File: config.mk
export PLATFORM = sky130hd
export DESIGN_NAME = pipeline_stall_ctrl
export DESIGN_NICKNAME = d
export VERILOG_FILES = /design/src/rtl/pipeline_stall_ctrl.sv
export SDC_FILE = /design/constraint.sdc
export NUM_CORES = 1
export LEC_CHECK = 0
export ABC_AREA = 1
export CAP_MARGIN = 20
export CORE_UTILIZATION = 65
export CTS_CLUSTER_SIZE = 40
export DETAILED_ROUTE_END_ITERATION = 8
export DONT_BUFFER_PORTS = 1
export MAX_ROUTING_LAYER = met4
export PLACE_DENSITY = 0.84
export SLEW_MARGIN = 10
export SYNTH_ARGS = -nofsm -noshare
export SYNTH_HDL_FRONTEND = slang
export SYNTH_SLANG_ARGS = --single-unit
File: constraint.sdc
create_clock -name i_clk -period 3.8 [get_ports i_clk]
set_input_delay 0.76 -clock i_clk [delete_from_list [all_inputs] [get_ports i_clk]]
set_output_delay 0.76 -clock i_clk [all_outputs]
set_load 0.05 [all_outputs]
File: src/rtl/pipeline_stall_ctrl.sv
// Central stall/flush controller for the 5-stage RV32 pipeline.
// Resolves load-use stalls, branch flushes and memory freezes, with a wait timeout and saturating perf counters.
module pipeline_stall_ctrl #(
   parameter int unsigned TIMEOUT_CYCLES = 64,
   parameter int unsigned CNT_W          = 32
) (
   input  logic             i_clk,
   input  logic             i_rst,
   input  logic             i_load_use_stall,
   input  logic             i_branch_taken,
   input  logic             i_dmem_req,
   input  logic             i_dmem_ready,
   output logic             o_pc_write,
   output logic             o_ifid_write,
   output logic             o_ifid_flush,
   output logic             o_idex_bubble,
   output logic             o_exmem_write,
   output logic             o_memwb_bubble,
   output logic             o_mem_timeout,
   output logic [CNT_W-1:0] o_stall_cnt,
   output logic [CNT_W-1:0] o_freeze_cnt,
   output logic [CNT_W-1:0] o_flush_cnt
);

   localparam int unsigned WAIT_W = (TIMEOUT_CYCLES > 2) ? $clog2(TIMEOUT_CYCLES) : 1;
   localparam logic [WAIT_W-1:0] WAIT_LAST = WAIT_W'(TIMEOUT_CYCLES - 1);
   localparam logic [CNT_W-1:0]  CNT_MAX   = {CNT_W{1'b1}};

   typedef enum logic [1:0] {
      ST_BOOT  = 2'd0,
      ST_RUN   = 2'd1,
      ST_ERROR = 2'd2
   } state_t;

   state_t            state_q, state_d;
   logic [WAIT_W-1:0] wait_q, wait_d;
   logic [CNT_W-1:0]  stall_cnt_q, stall_cnt_d;
   logic [CNT_W-1:0]  freeze_cnt_q, freeze_cnt_d;
   logic [CNT_W-1:0]  flush_cnt_q, flush_cnt_d;
   logic              freeze_c;

   // A request completing in the same cycle is zero-wait and never freezes.
   assign freeze_c = i_dmem_req & ~i_dmem_ready;

   always_ff @(posedge i_clk or posedge i_rst) begin
      if (i_rst) begin
         state_q      <= ST_BOOT;
         wait_q       <= '0;
         stall_cnt_q  <= '0;
         freeze_cnt_q <= '0;
         flush_cnt_q  <= '0;
      end else begin
         state_q      <= state_d;
         wait_q       <= wait_d;
         stall_cnt_q  <= stall_cnt_d;
         freeze_cnt_q <= freeze_cnt_d;
         flush_cnt_q  <= flush_cnt_d;
      end
   end

   always_comb begin
      state_d        = state_q;
      wait_d         = wait_q;
      stall_cnt_d    = stall_cnt_q;
      freeze_cnt_d   = freeze_cnt_q;
      flush_cnt_d    = flush_cnt_q;
      o_pc_write     = 1'b0;
      o_ifid_write   = 1'b0;
      o_ifid_flush   = 1'b0;
      o_idex_bubble  = 1'b0;
      o_exmem_write  = 1'b0;
      o_memwb_bubble = 1'b1;

      unique case (state_q)
         ST_BOOT: begin
            o_ifid_flush  = 1'b1;
            o_idex_bubble = 1'b1;
            wait_d        = '0;
            state_d       = ST_RUN;
         end

         ST_RUN: begin
            if (freeze_c) begin
               // Everything upstream of MEM holds; a taken branch in EX is re-presented later.
               if (freeze_cnt_q != CNT_MAX) begin
                  freeze_cnt_d = freeze_cnt_q + CNT_W'(1);
               end
               if (wait_q == WAIT_LAST) begin
                  state_d = ST_ERROR;
               end else begin
                  wait_d = wait_q + WAIT_W'(1);
               end
            end else begin
               wait_d         = '0;
               o_memwb_bubble = 1'b0;
               o_exmem_write  = 1'b1;
               if (i_branch_taken) begin
                  o_pc_write    = 1'b1;
                  o_ifid_write  = 1'b1;
                  o_ifid_flush  = 1'b1;
                  o_idex_bubble = 1'b1;
                  if (flush_cnt_q != CNT_MAX) begin
                     flush_cnt_d = flush_cnt_q + CNT_W'(1);
                  end
               end else if (i_load_use_stall) begin
                  o_idex_bubble = 1'b1;
                  if (stall_cnt_q != CNT_MAX) begin
                     stall_cnt_d = stall_cnt_q + CNT_W'(1);
                  end
               end else begin
                  o_pc_write   = 1'b1;
                  o_ifid_write = 1'b1;
               end
            end
         end

         ST_ERROR: begin
            state_d = ST_ERROR;
         end

         default: begin
            state_d = ST_BOOT;
         end
      endcase
   end

   assign o_mem_timeout = (state_q == ST_ERROR);
   assign o_stall_cnt   = stall_cnt_q;
   assign o_freeze_cnt  = freeze_cnt_q;
   assign o_flush_cnt   = flush_cnt_q;

endmodule

==> metrics.csv <==
metric,value,unit
ys flop type,dfrtp_1,
initial antenna violation count,0,
Syn Area/Cell,6.50,sq um
Rows,37,
Detail Route Antenna Nets,0,
Worst R2R Path Depth,10,
P per Cell Area,339,nW/um^2
synth cell count leaders,"nand2_1 (564), nor2_1 (158), dfrtp_1 (104), inv_1 (57), nand3b_1 (38)",
GPL Wtd Cong,0.961,
Startpoint Class,flop,
TritonCTS Sinks,104,
final net count,1095,
final WL,17100,um
hpwl dp,12700,um
Switch Pwr,0.000955,W
Worst Path Max Fanout,6,
RSZ-0062 raised after global routing,false,
Combinational Power Share,12.7,%
sw frac,38.7,%
max-slew violations,0,
Pre-antenna DRT Iters,5,
setup TNS,0,ps
routed vias/inst,5.39,
worst endpoint required time,3040,ps
placed cell area,7090,sq um
overall fraction of global-route tracks in use,32.8,%
CTS Root Cell,clkbuf_8,
final instance area,7260,sq um
H-tree lvl count,3,
total CTS buffers,9,
grt ovf,0,
FMAX,0.287,GHz
cell depth of the worst setup path,8,
Worst-Margin Slew,707,ps
power share of the sequential group,60.7,%
Post-CTS Setup Bufs,0,
sequential cell area fraction in the yosys report,37.2,%
Crit path largest cell delay,390,ps
CTS Hold Bufs,0,
R2R Path End,o_flush_cnt[29],
Post-Syn Nets,1091,
crit path time final,3490,ps
crit path buf inv count,4,
Int Pwr,0.00151,W
outcome,"finished, final reports clean",
Remaining DRCs,0,
cell with the most instances after synthesis,nand2_1,
Worst-path clk slew,100,ps
P_leak,3.48,nW
CTS tree,yes,
Async SR Flop Fraction,100,%
Slew Limit Headroom,52.8,%
synth-to-layout area growth,3.70,%
core area,10400,sq um
Ant. Diodes,0,
worst-path cell chain,inv_1 -> ha_1 -> inv_2 -> nor2_4 -> inv_1 -> nor2_4 -> inv_1 -> nand3_1,
Yosys warnings,0,
CP top delay family,simple AND/OR/NAND/NOR gates,
clock latency at the later pin of the worst-skew pair,390,ps
CP most frequent cell,inv_1,
CTS Buffer Depth,2,
total I/O pin count,109,
die width,106,um
IO buf count,0,
crit share post-route,91.8,%
Crit. End Element,primary output,
Max-cap violations,0,
post-cts gate resize count,0,
WL per Instance,14.0,um
largest net degree at the start of global routing,57,
Syn Inst Count,1078,
vias in the first global route,5951,
Clock Power Share,26.6,%
unique cell type count in the Yosys netlist,29,
die height,106,um
Seq cells post-synth,104,
post-synth top area share,37.2,%
Worst IR Drop VDD,402,uV
Reg2Reg Setup Slack,1090,ps
layout cells sized above 1,4.69,%
kind of critical path,flop to primary output,
"Slowest-stage cell, CP",dfrtp_1,
synth top area cells,"dfrtp_1 (37%), nand2_1 (30%), nor2_1 (8.5%)",
leading area contributor after synthesis,dfrtp_1,
Hold Crit Class,input port to asynchronous set/reset pin,
Setup crit end,o_idex_bubble,
Reg-to-Reg Start,state_q[1],
die area,11200,sq um
setup violators final,0,
Mapped Area,7000,sq um
clock skew,10.5,ps
Critical path origin,state_q[1],
1st-iter DRT viols,418,
number of flops mapped to enable cells by yosys,0,
Critical Path AT,2730,ps
first-pass GRT wire length,28300,um
starting density of the core,67.5,%
"Hold Vio Cnt, Final",0,
Vias,6590,
==> logic make-up (layout without fill, tap and decap cells) <==
| kind of cell | Yosys count | count (layout) | share of synthesized area, % |
|---|---|---|---|
| buffers and inverters | 78 | 87 | 5.68 |
| XOR/XNOR | 41 | 41 | 5.13 |
| AO/OA/AOI/OAI | 20 | 20 | 1.43 |
| AND/OR/NAND/NOR | 828 | 828 | 49.3 |
| adder cells (fa/ha/maj) | 7 | 7 | 1.25 |
| flip-flops | 104 | 104 | 37.2 |
==> worst reg2reg max path, delay by kind of cell, from the launching register on <==
family	cells	cell delay, ps
simple gates	5	1050
buf+inv	4	900
flops	1	390
fa+ha+maj	1	310
==> how the worst min path moves through the flow <==
stage                     endpoint  slack [ps]  cells after the start
floorplan                wait_q[5]         520                      2
global placement         wait_q[1]         560                      2
detailed placement       wait_q[5]         580                      2
CTS                 o_flush_cnt[0]         370                      1
global route             wait_q[0]         400                      1
finish              o_flush_cnt[0]         340                      1
==> sequential cells by signal (all words and copies together) (netlist names) <==
signal and cells:
o_stall_cnt 32, o_flush_cnt 32, wait_q 6, state_q 2, o_freeze_cnt 32
==> cell usage in the layout (no fill, tap or decap), types with 3 or more instances in the layout <==
master,count
nand3_1,34
nand2_1,564
xnor2_1,14
clkinv_4,3
xor2_1,27
nand2_2,3
buf_4,10
nand3b_1,38
inv_2,3
dfrtp_1,104
clkbuf_8,9
o21ai_0,13
ha_1,7
inv_1,56
nand2_4,4
nor2_4,8
o21ai_1,5
nor2_1,158
nand4_1,12
==> routing by layer <==
metal | wire length, um | vias up | GRT usage, %
met2 | 7870 | 210 | 50.1
met3 | 1290 | 22 | 9.34
met5 | 0 | - | -
li1 | - | 3326 | -
met4 | 314 | 0 | 9.42
met1 | 7630 | 3032 | 42.6
==> final cells by class <==
class	instances	area, sq um
multi-input combinational	896	4010
fill	933	3110
sequential	104	2600
inverter	61	234
tap	136	170
clock buffer	10	128
timing repair buffer	10	75.1
clock inverter	6	46.3
==> stage by stage <==
| step | hold slack, ps | utilization [%] | total power, W | std cells | setup slack (ps) |
|---|---|---|---|---|---|
| 2_1_floorplan | 519 | - | 0.00175 | 1078 | 283 |
| 3_3_place_gp | 559 | 68.4 | 0.00181 | 1207 | 805 |
| 3_5_place_dp | 578 | 68.4 | 0.00183 | 1207 | 742 |
| 4_1_cts | 371 | 70.0 | 0.00247 | 1223 | 303 |
| 5_1_grt | 396 | 70.0 | 0.00257 | 1223 | 172 |
| 6_report | 344 | 70.0 | 0.00246 | 1223 | 310 |
==> power groups by stage <==
stage | combinational (W) | clock, W | sequential [W]
after floorplan | 0.000245 | 0 | 0.00151
final | 0.000313 | 0.000656 | 0.00150
after detailed placement | 0.000313 | 0 | 0.00152
after global placement | 0.000301 | 0 | 0.00151
after CTS | 0.000315 | 0.000661 | 0.00149
after global routing | 0.000353 | 0.000700 | 0.00151
(Power assumes the default switching activity.)
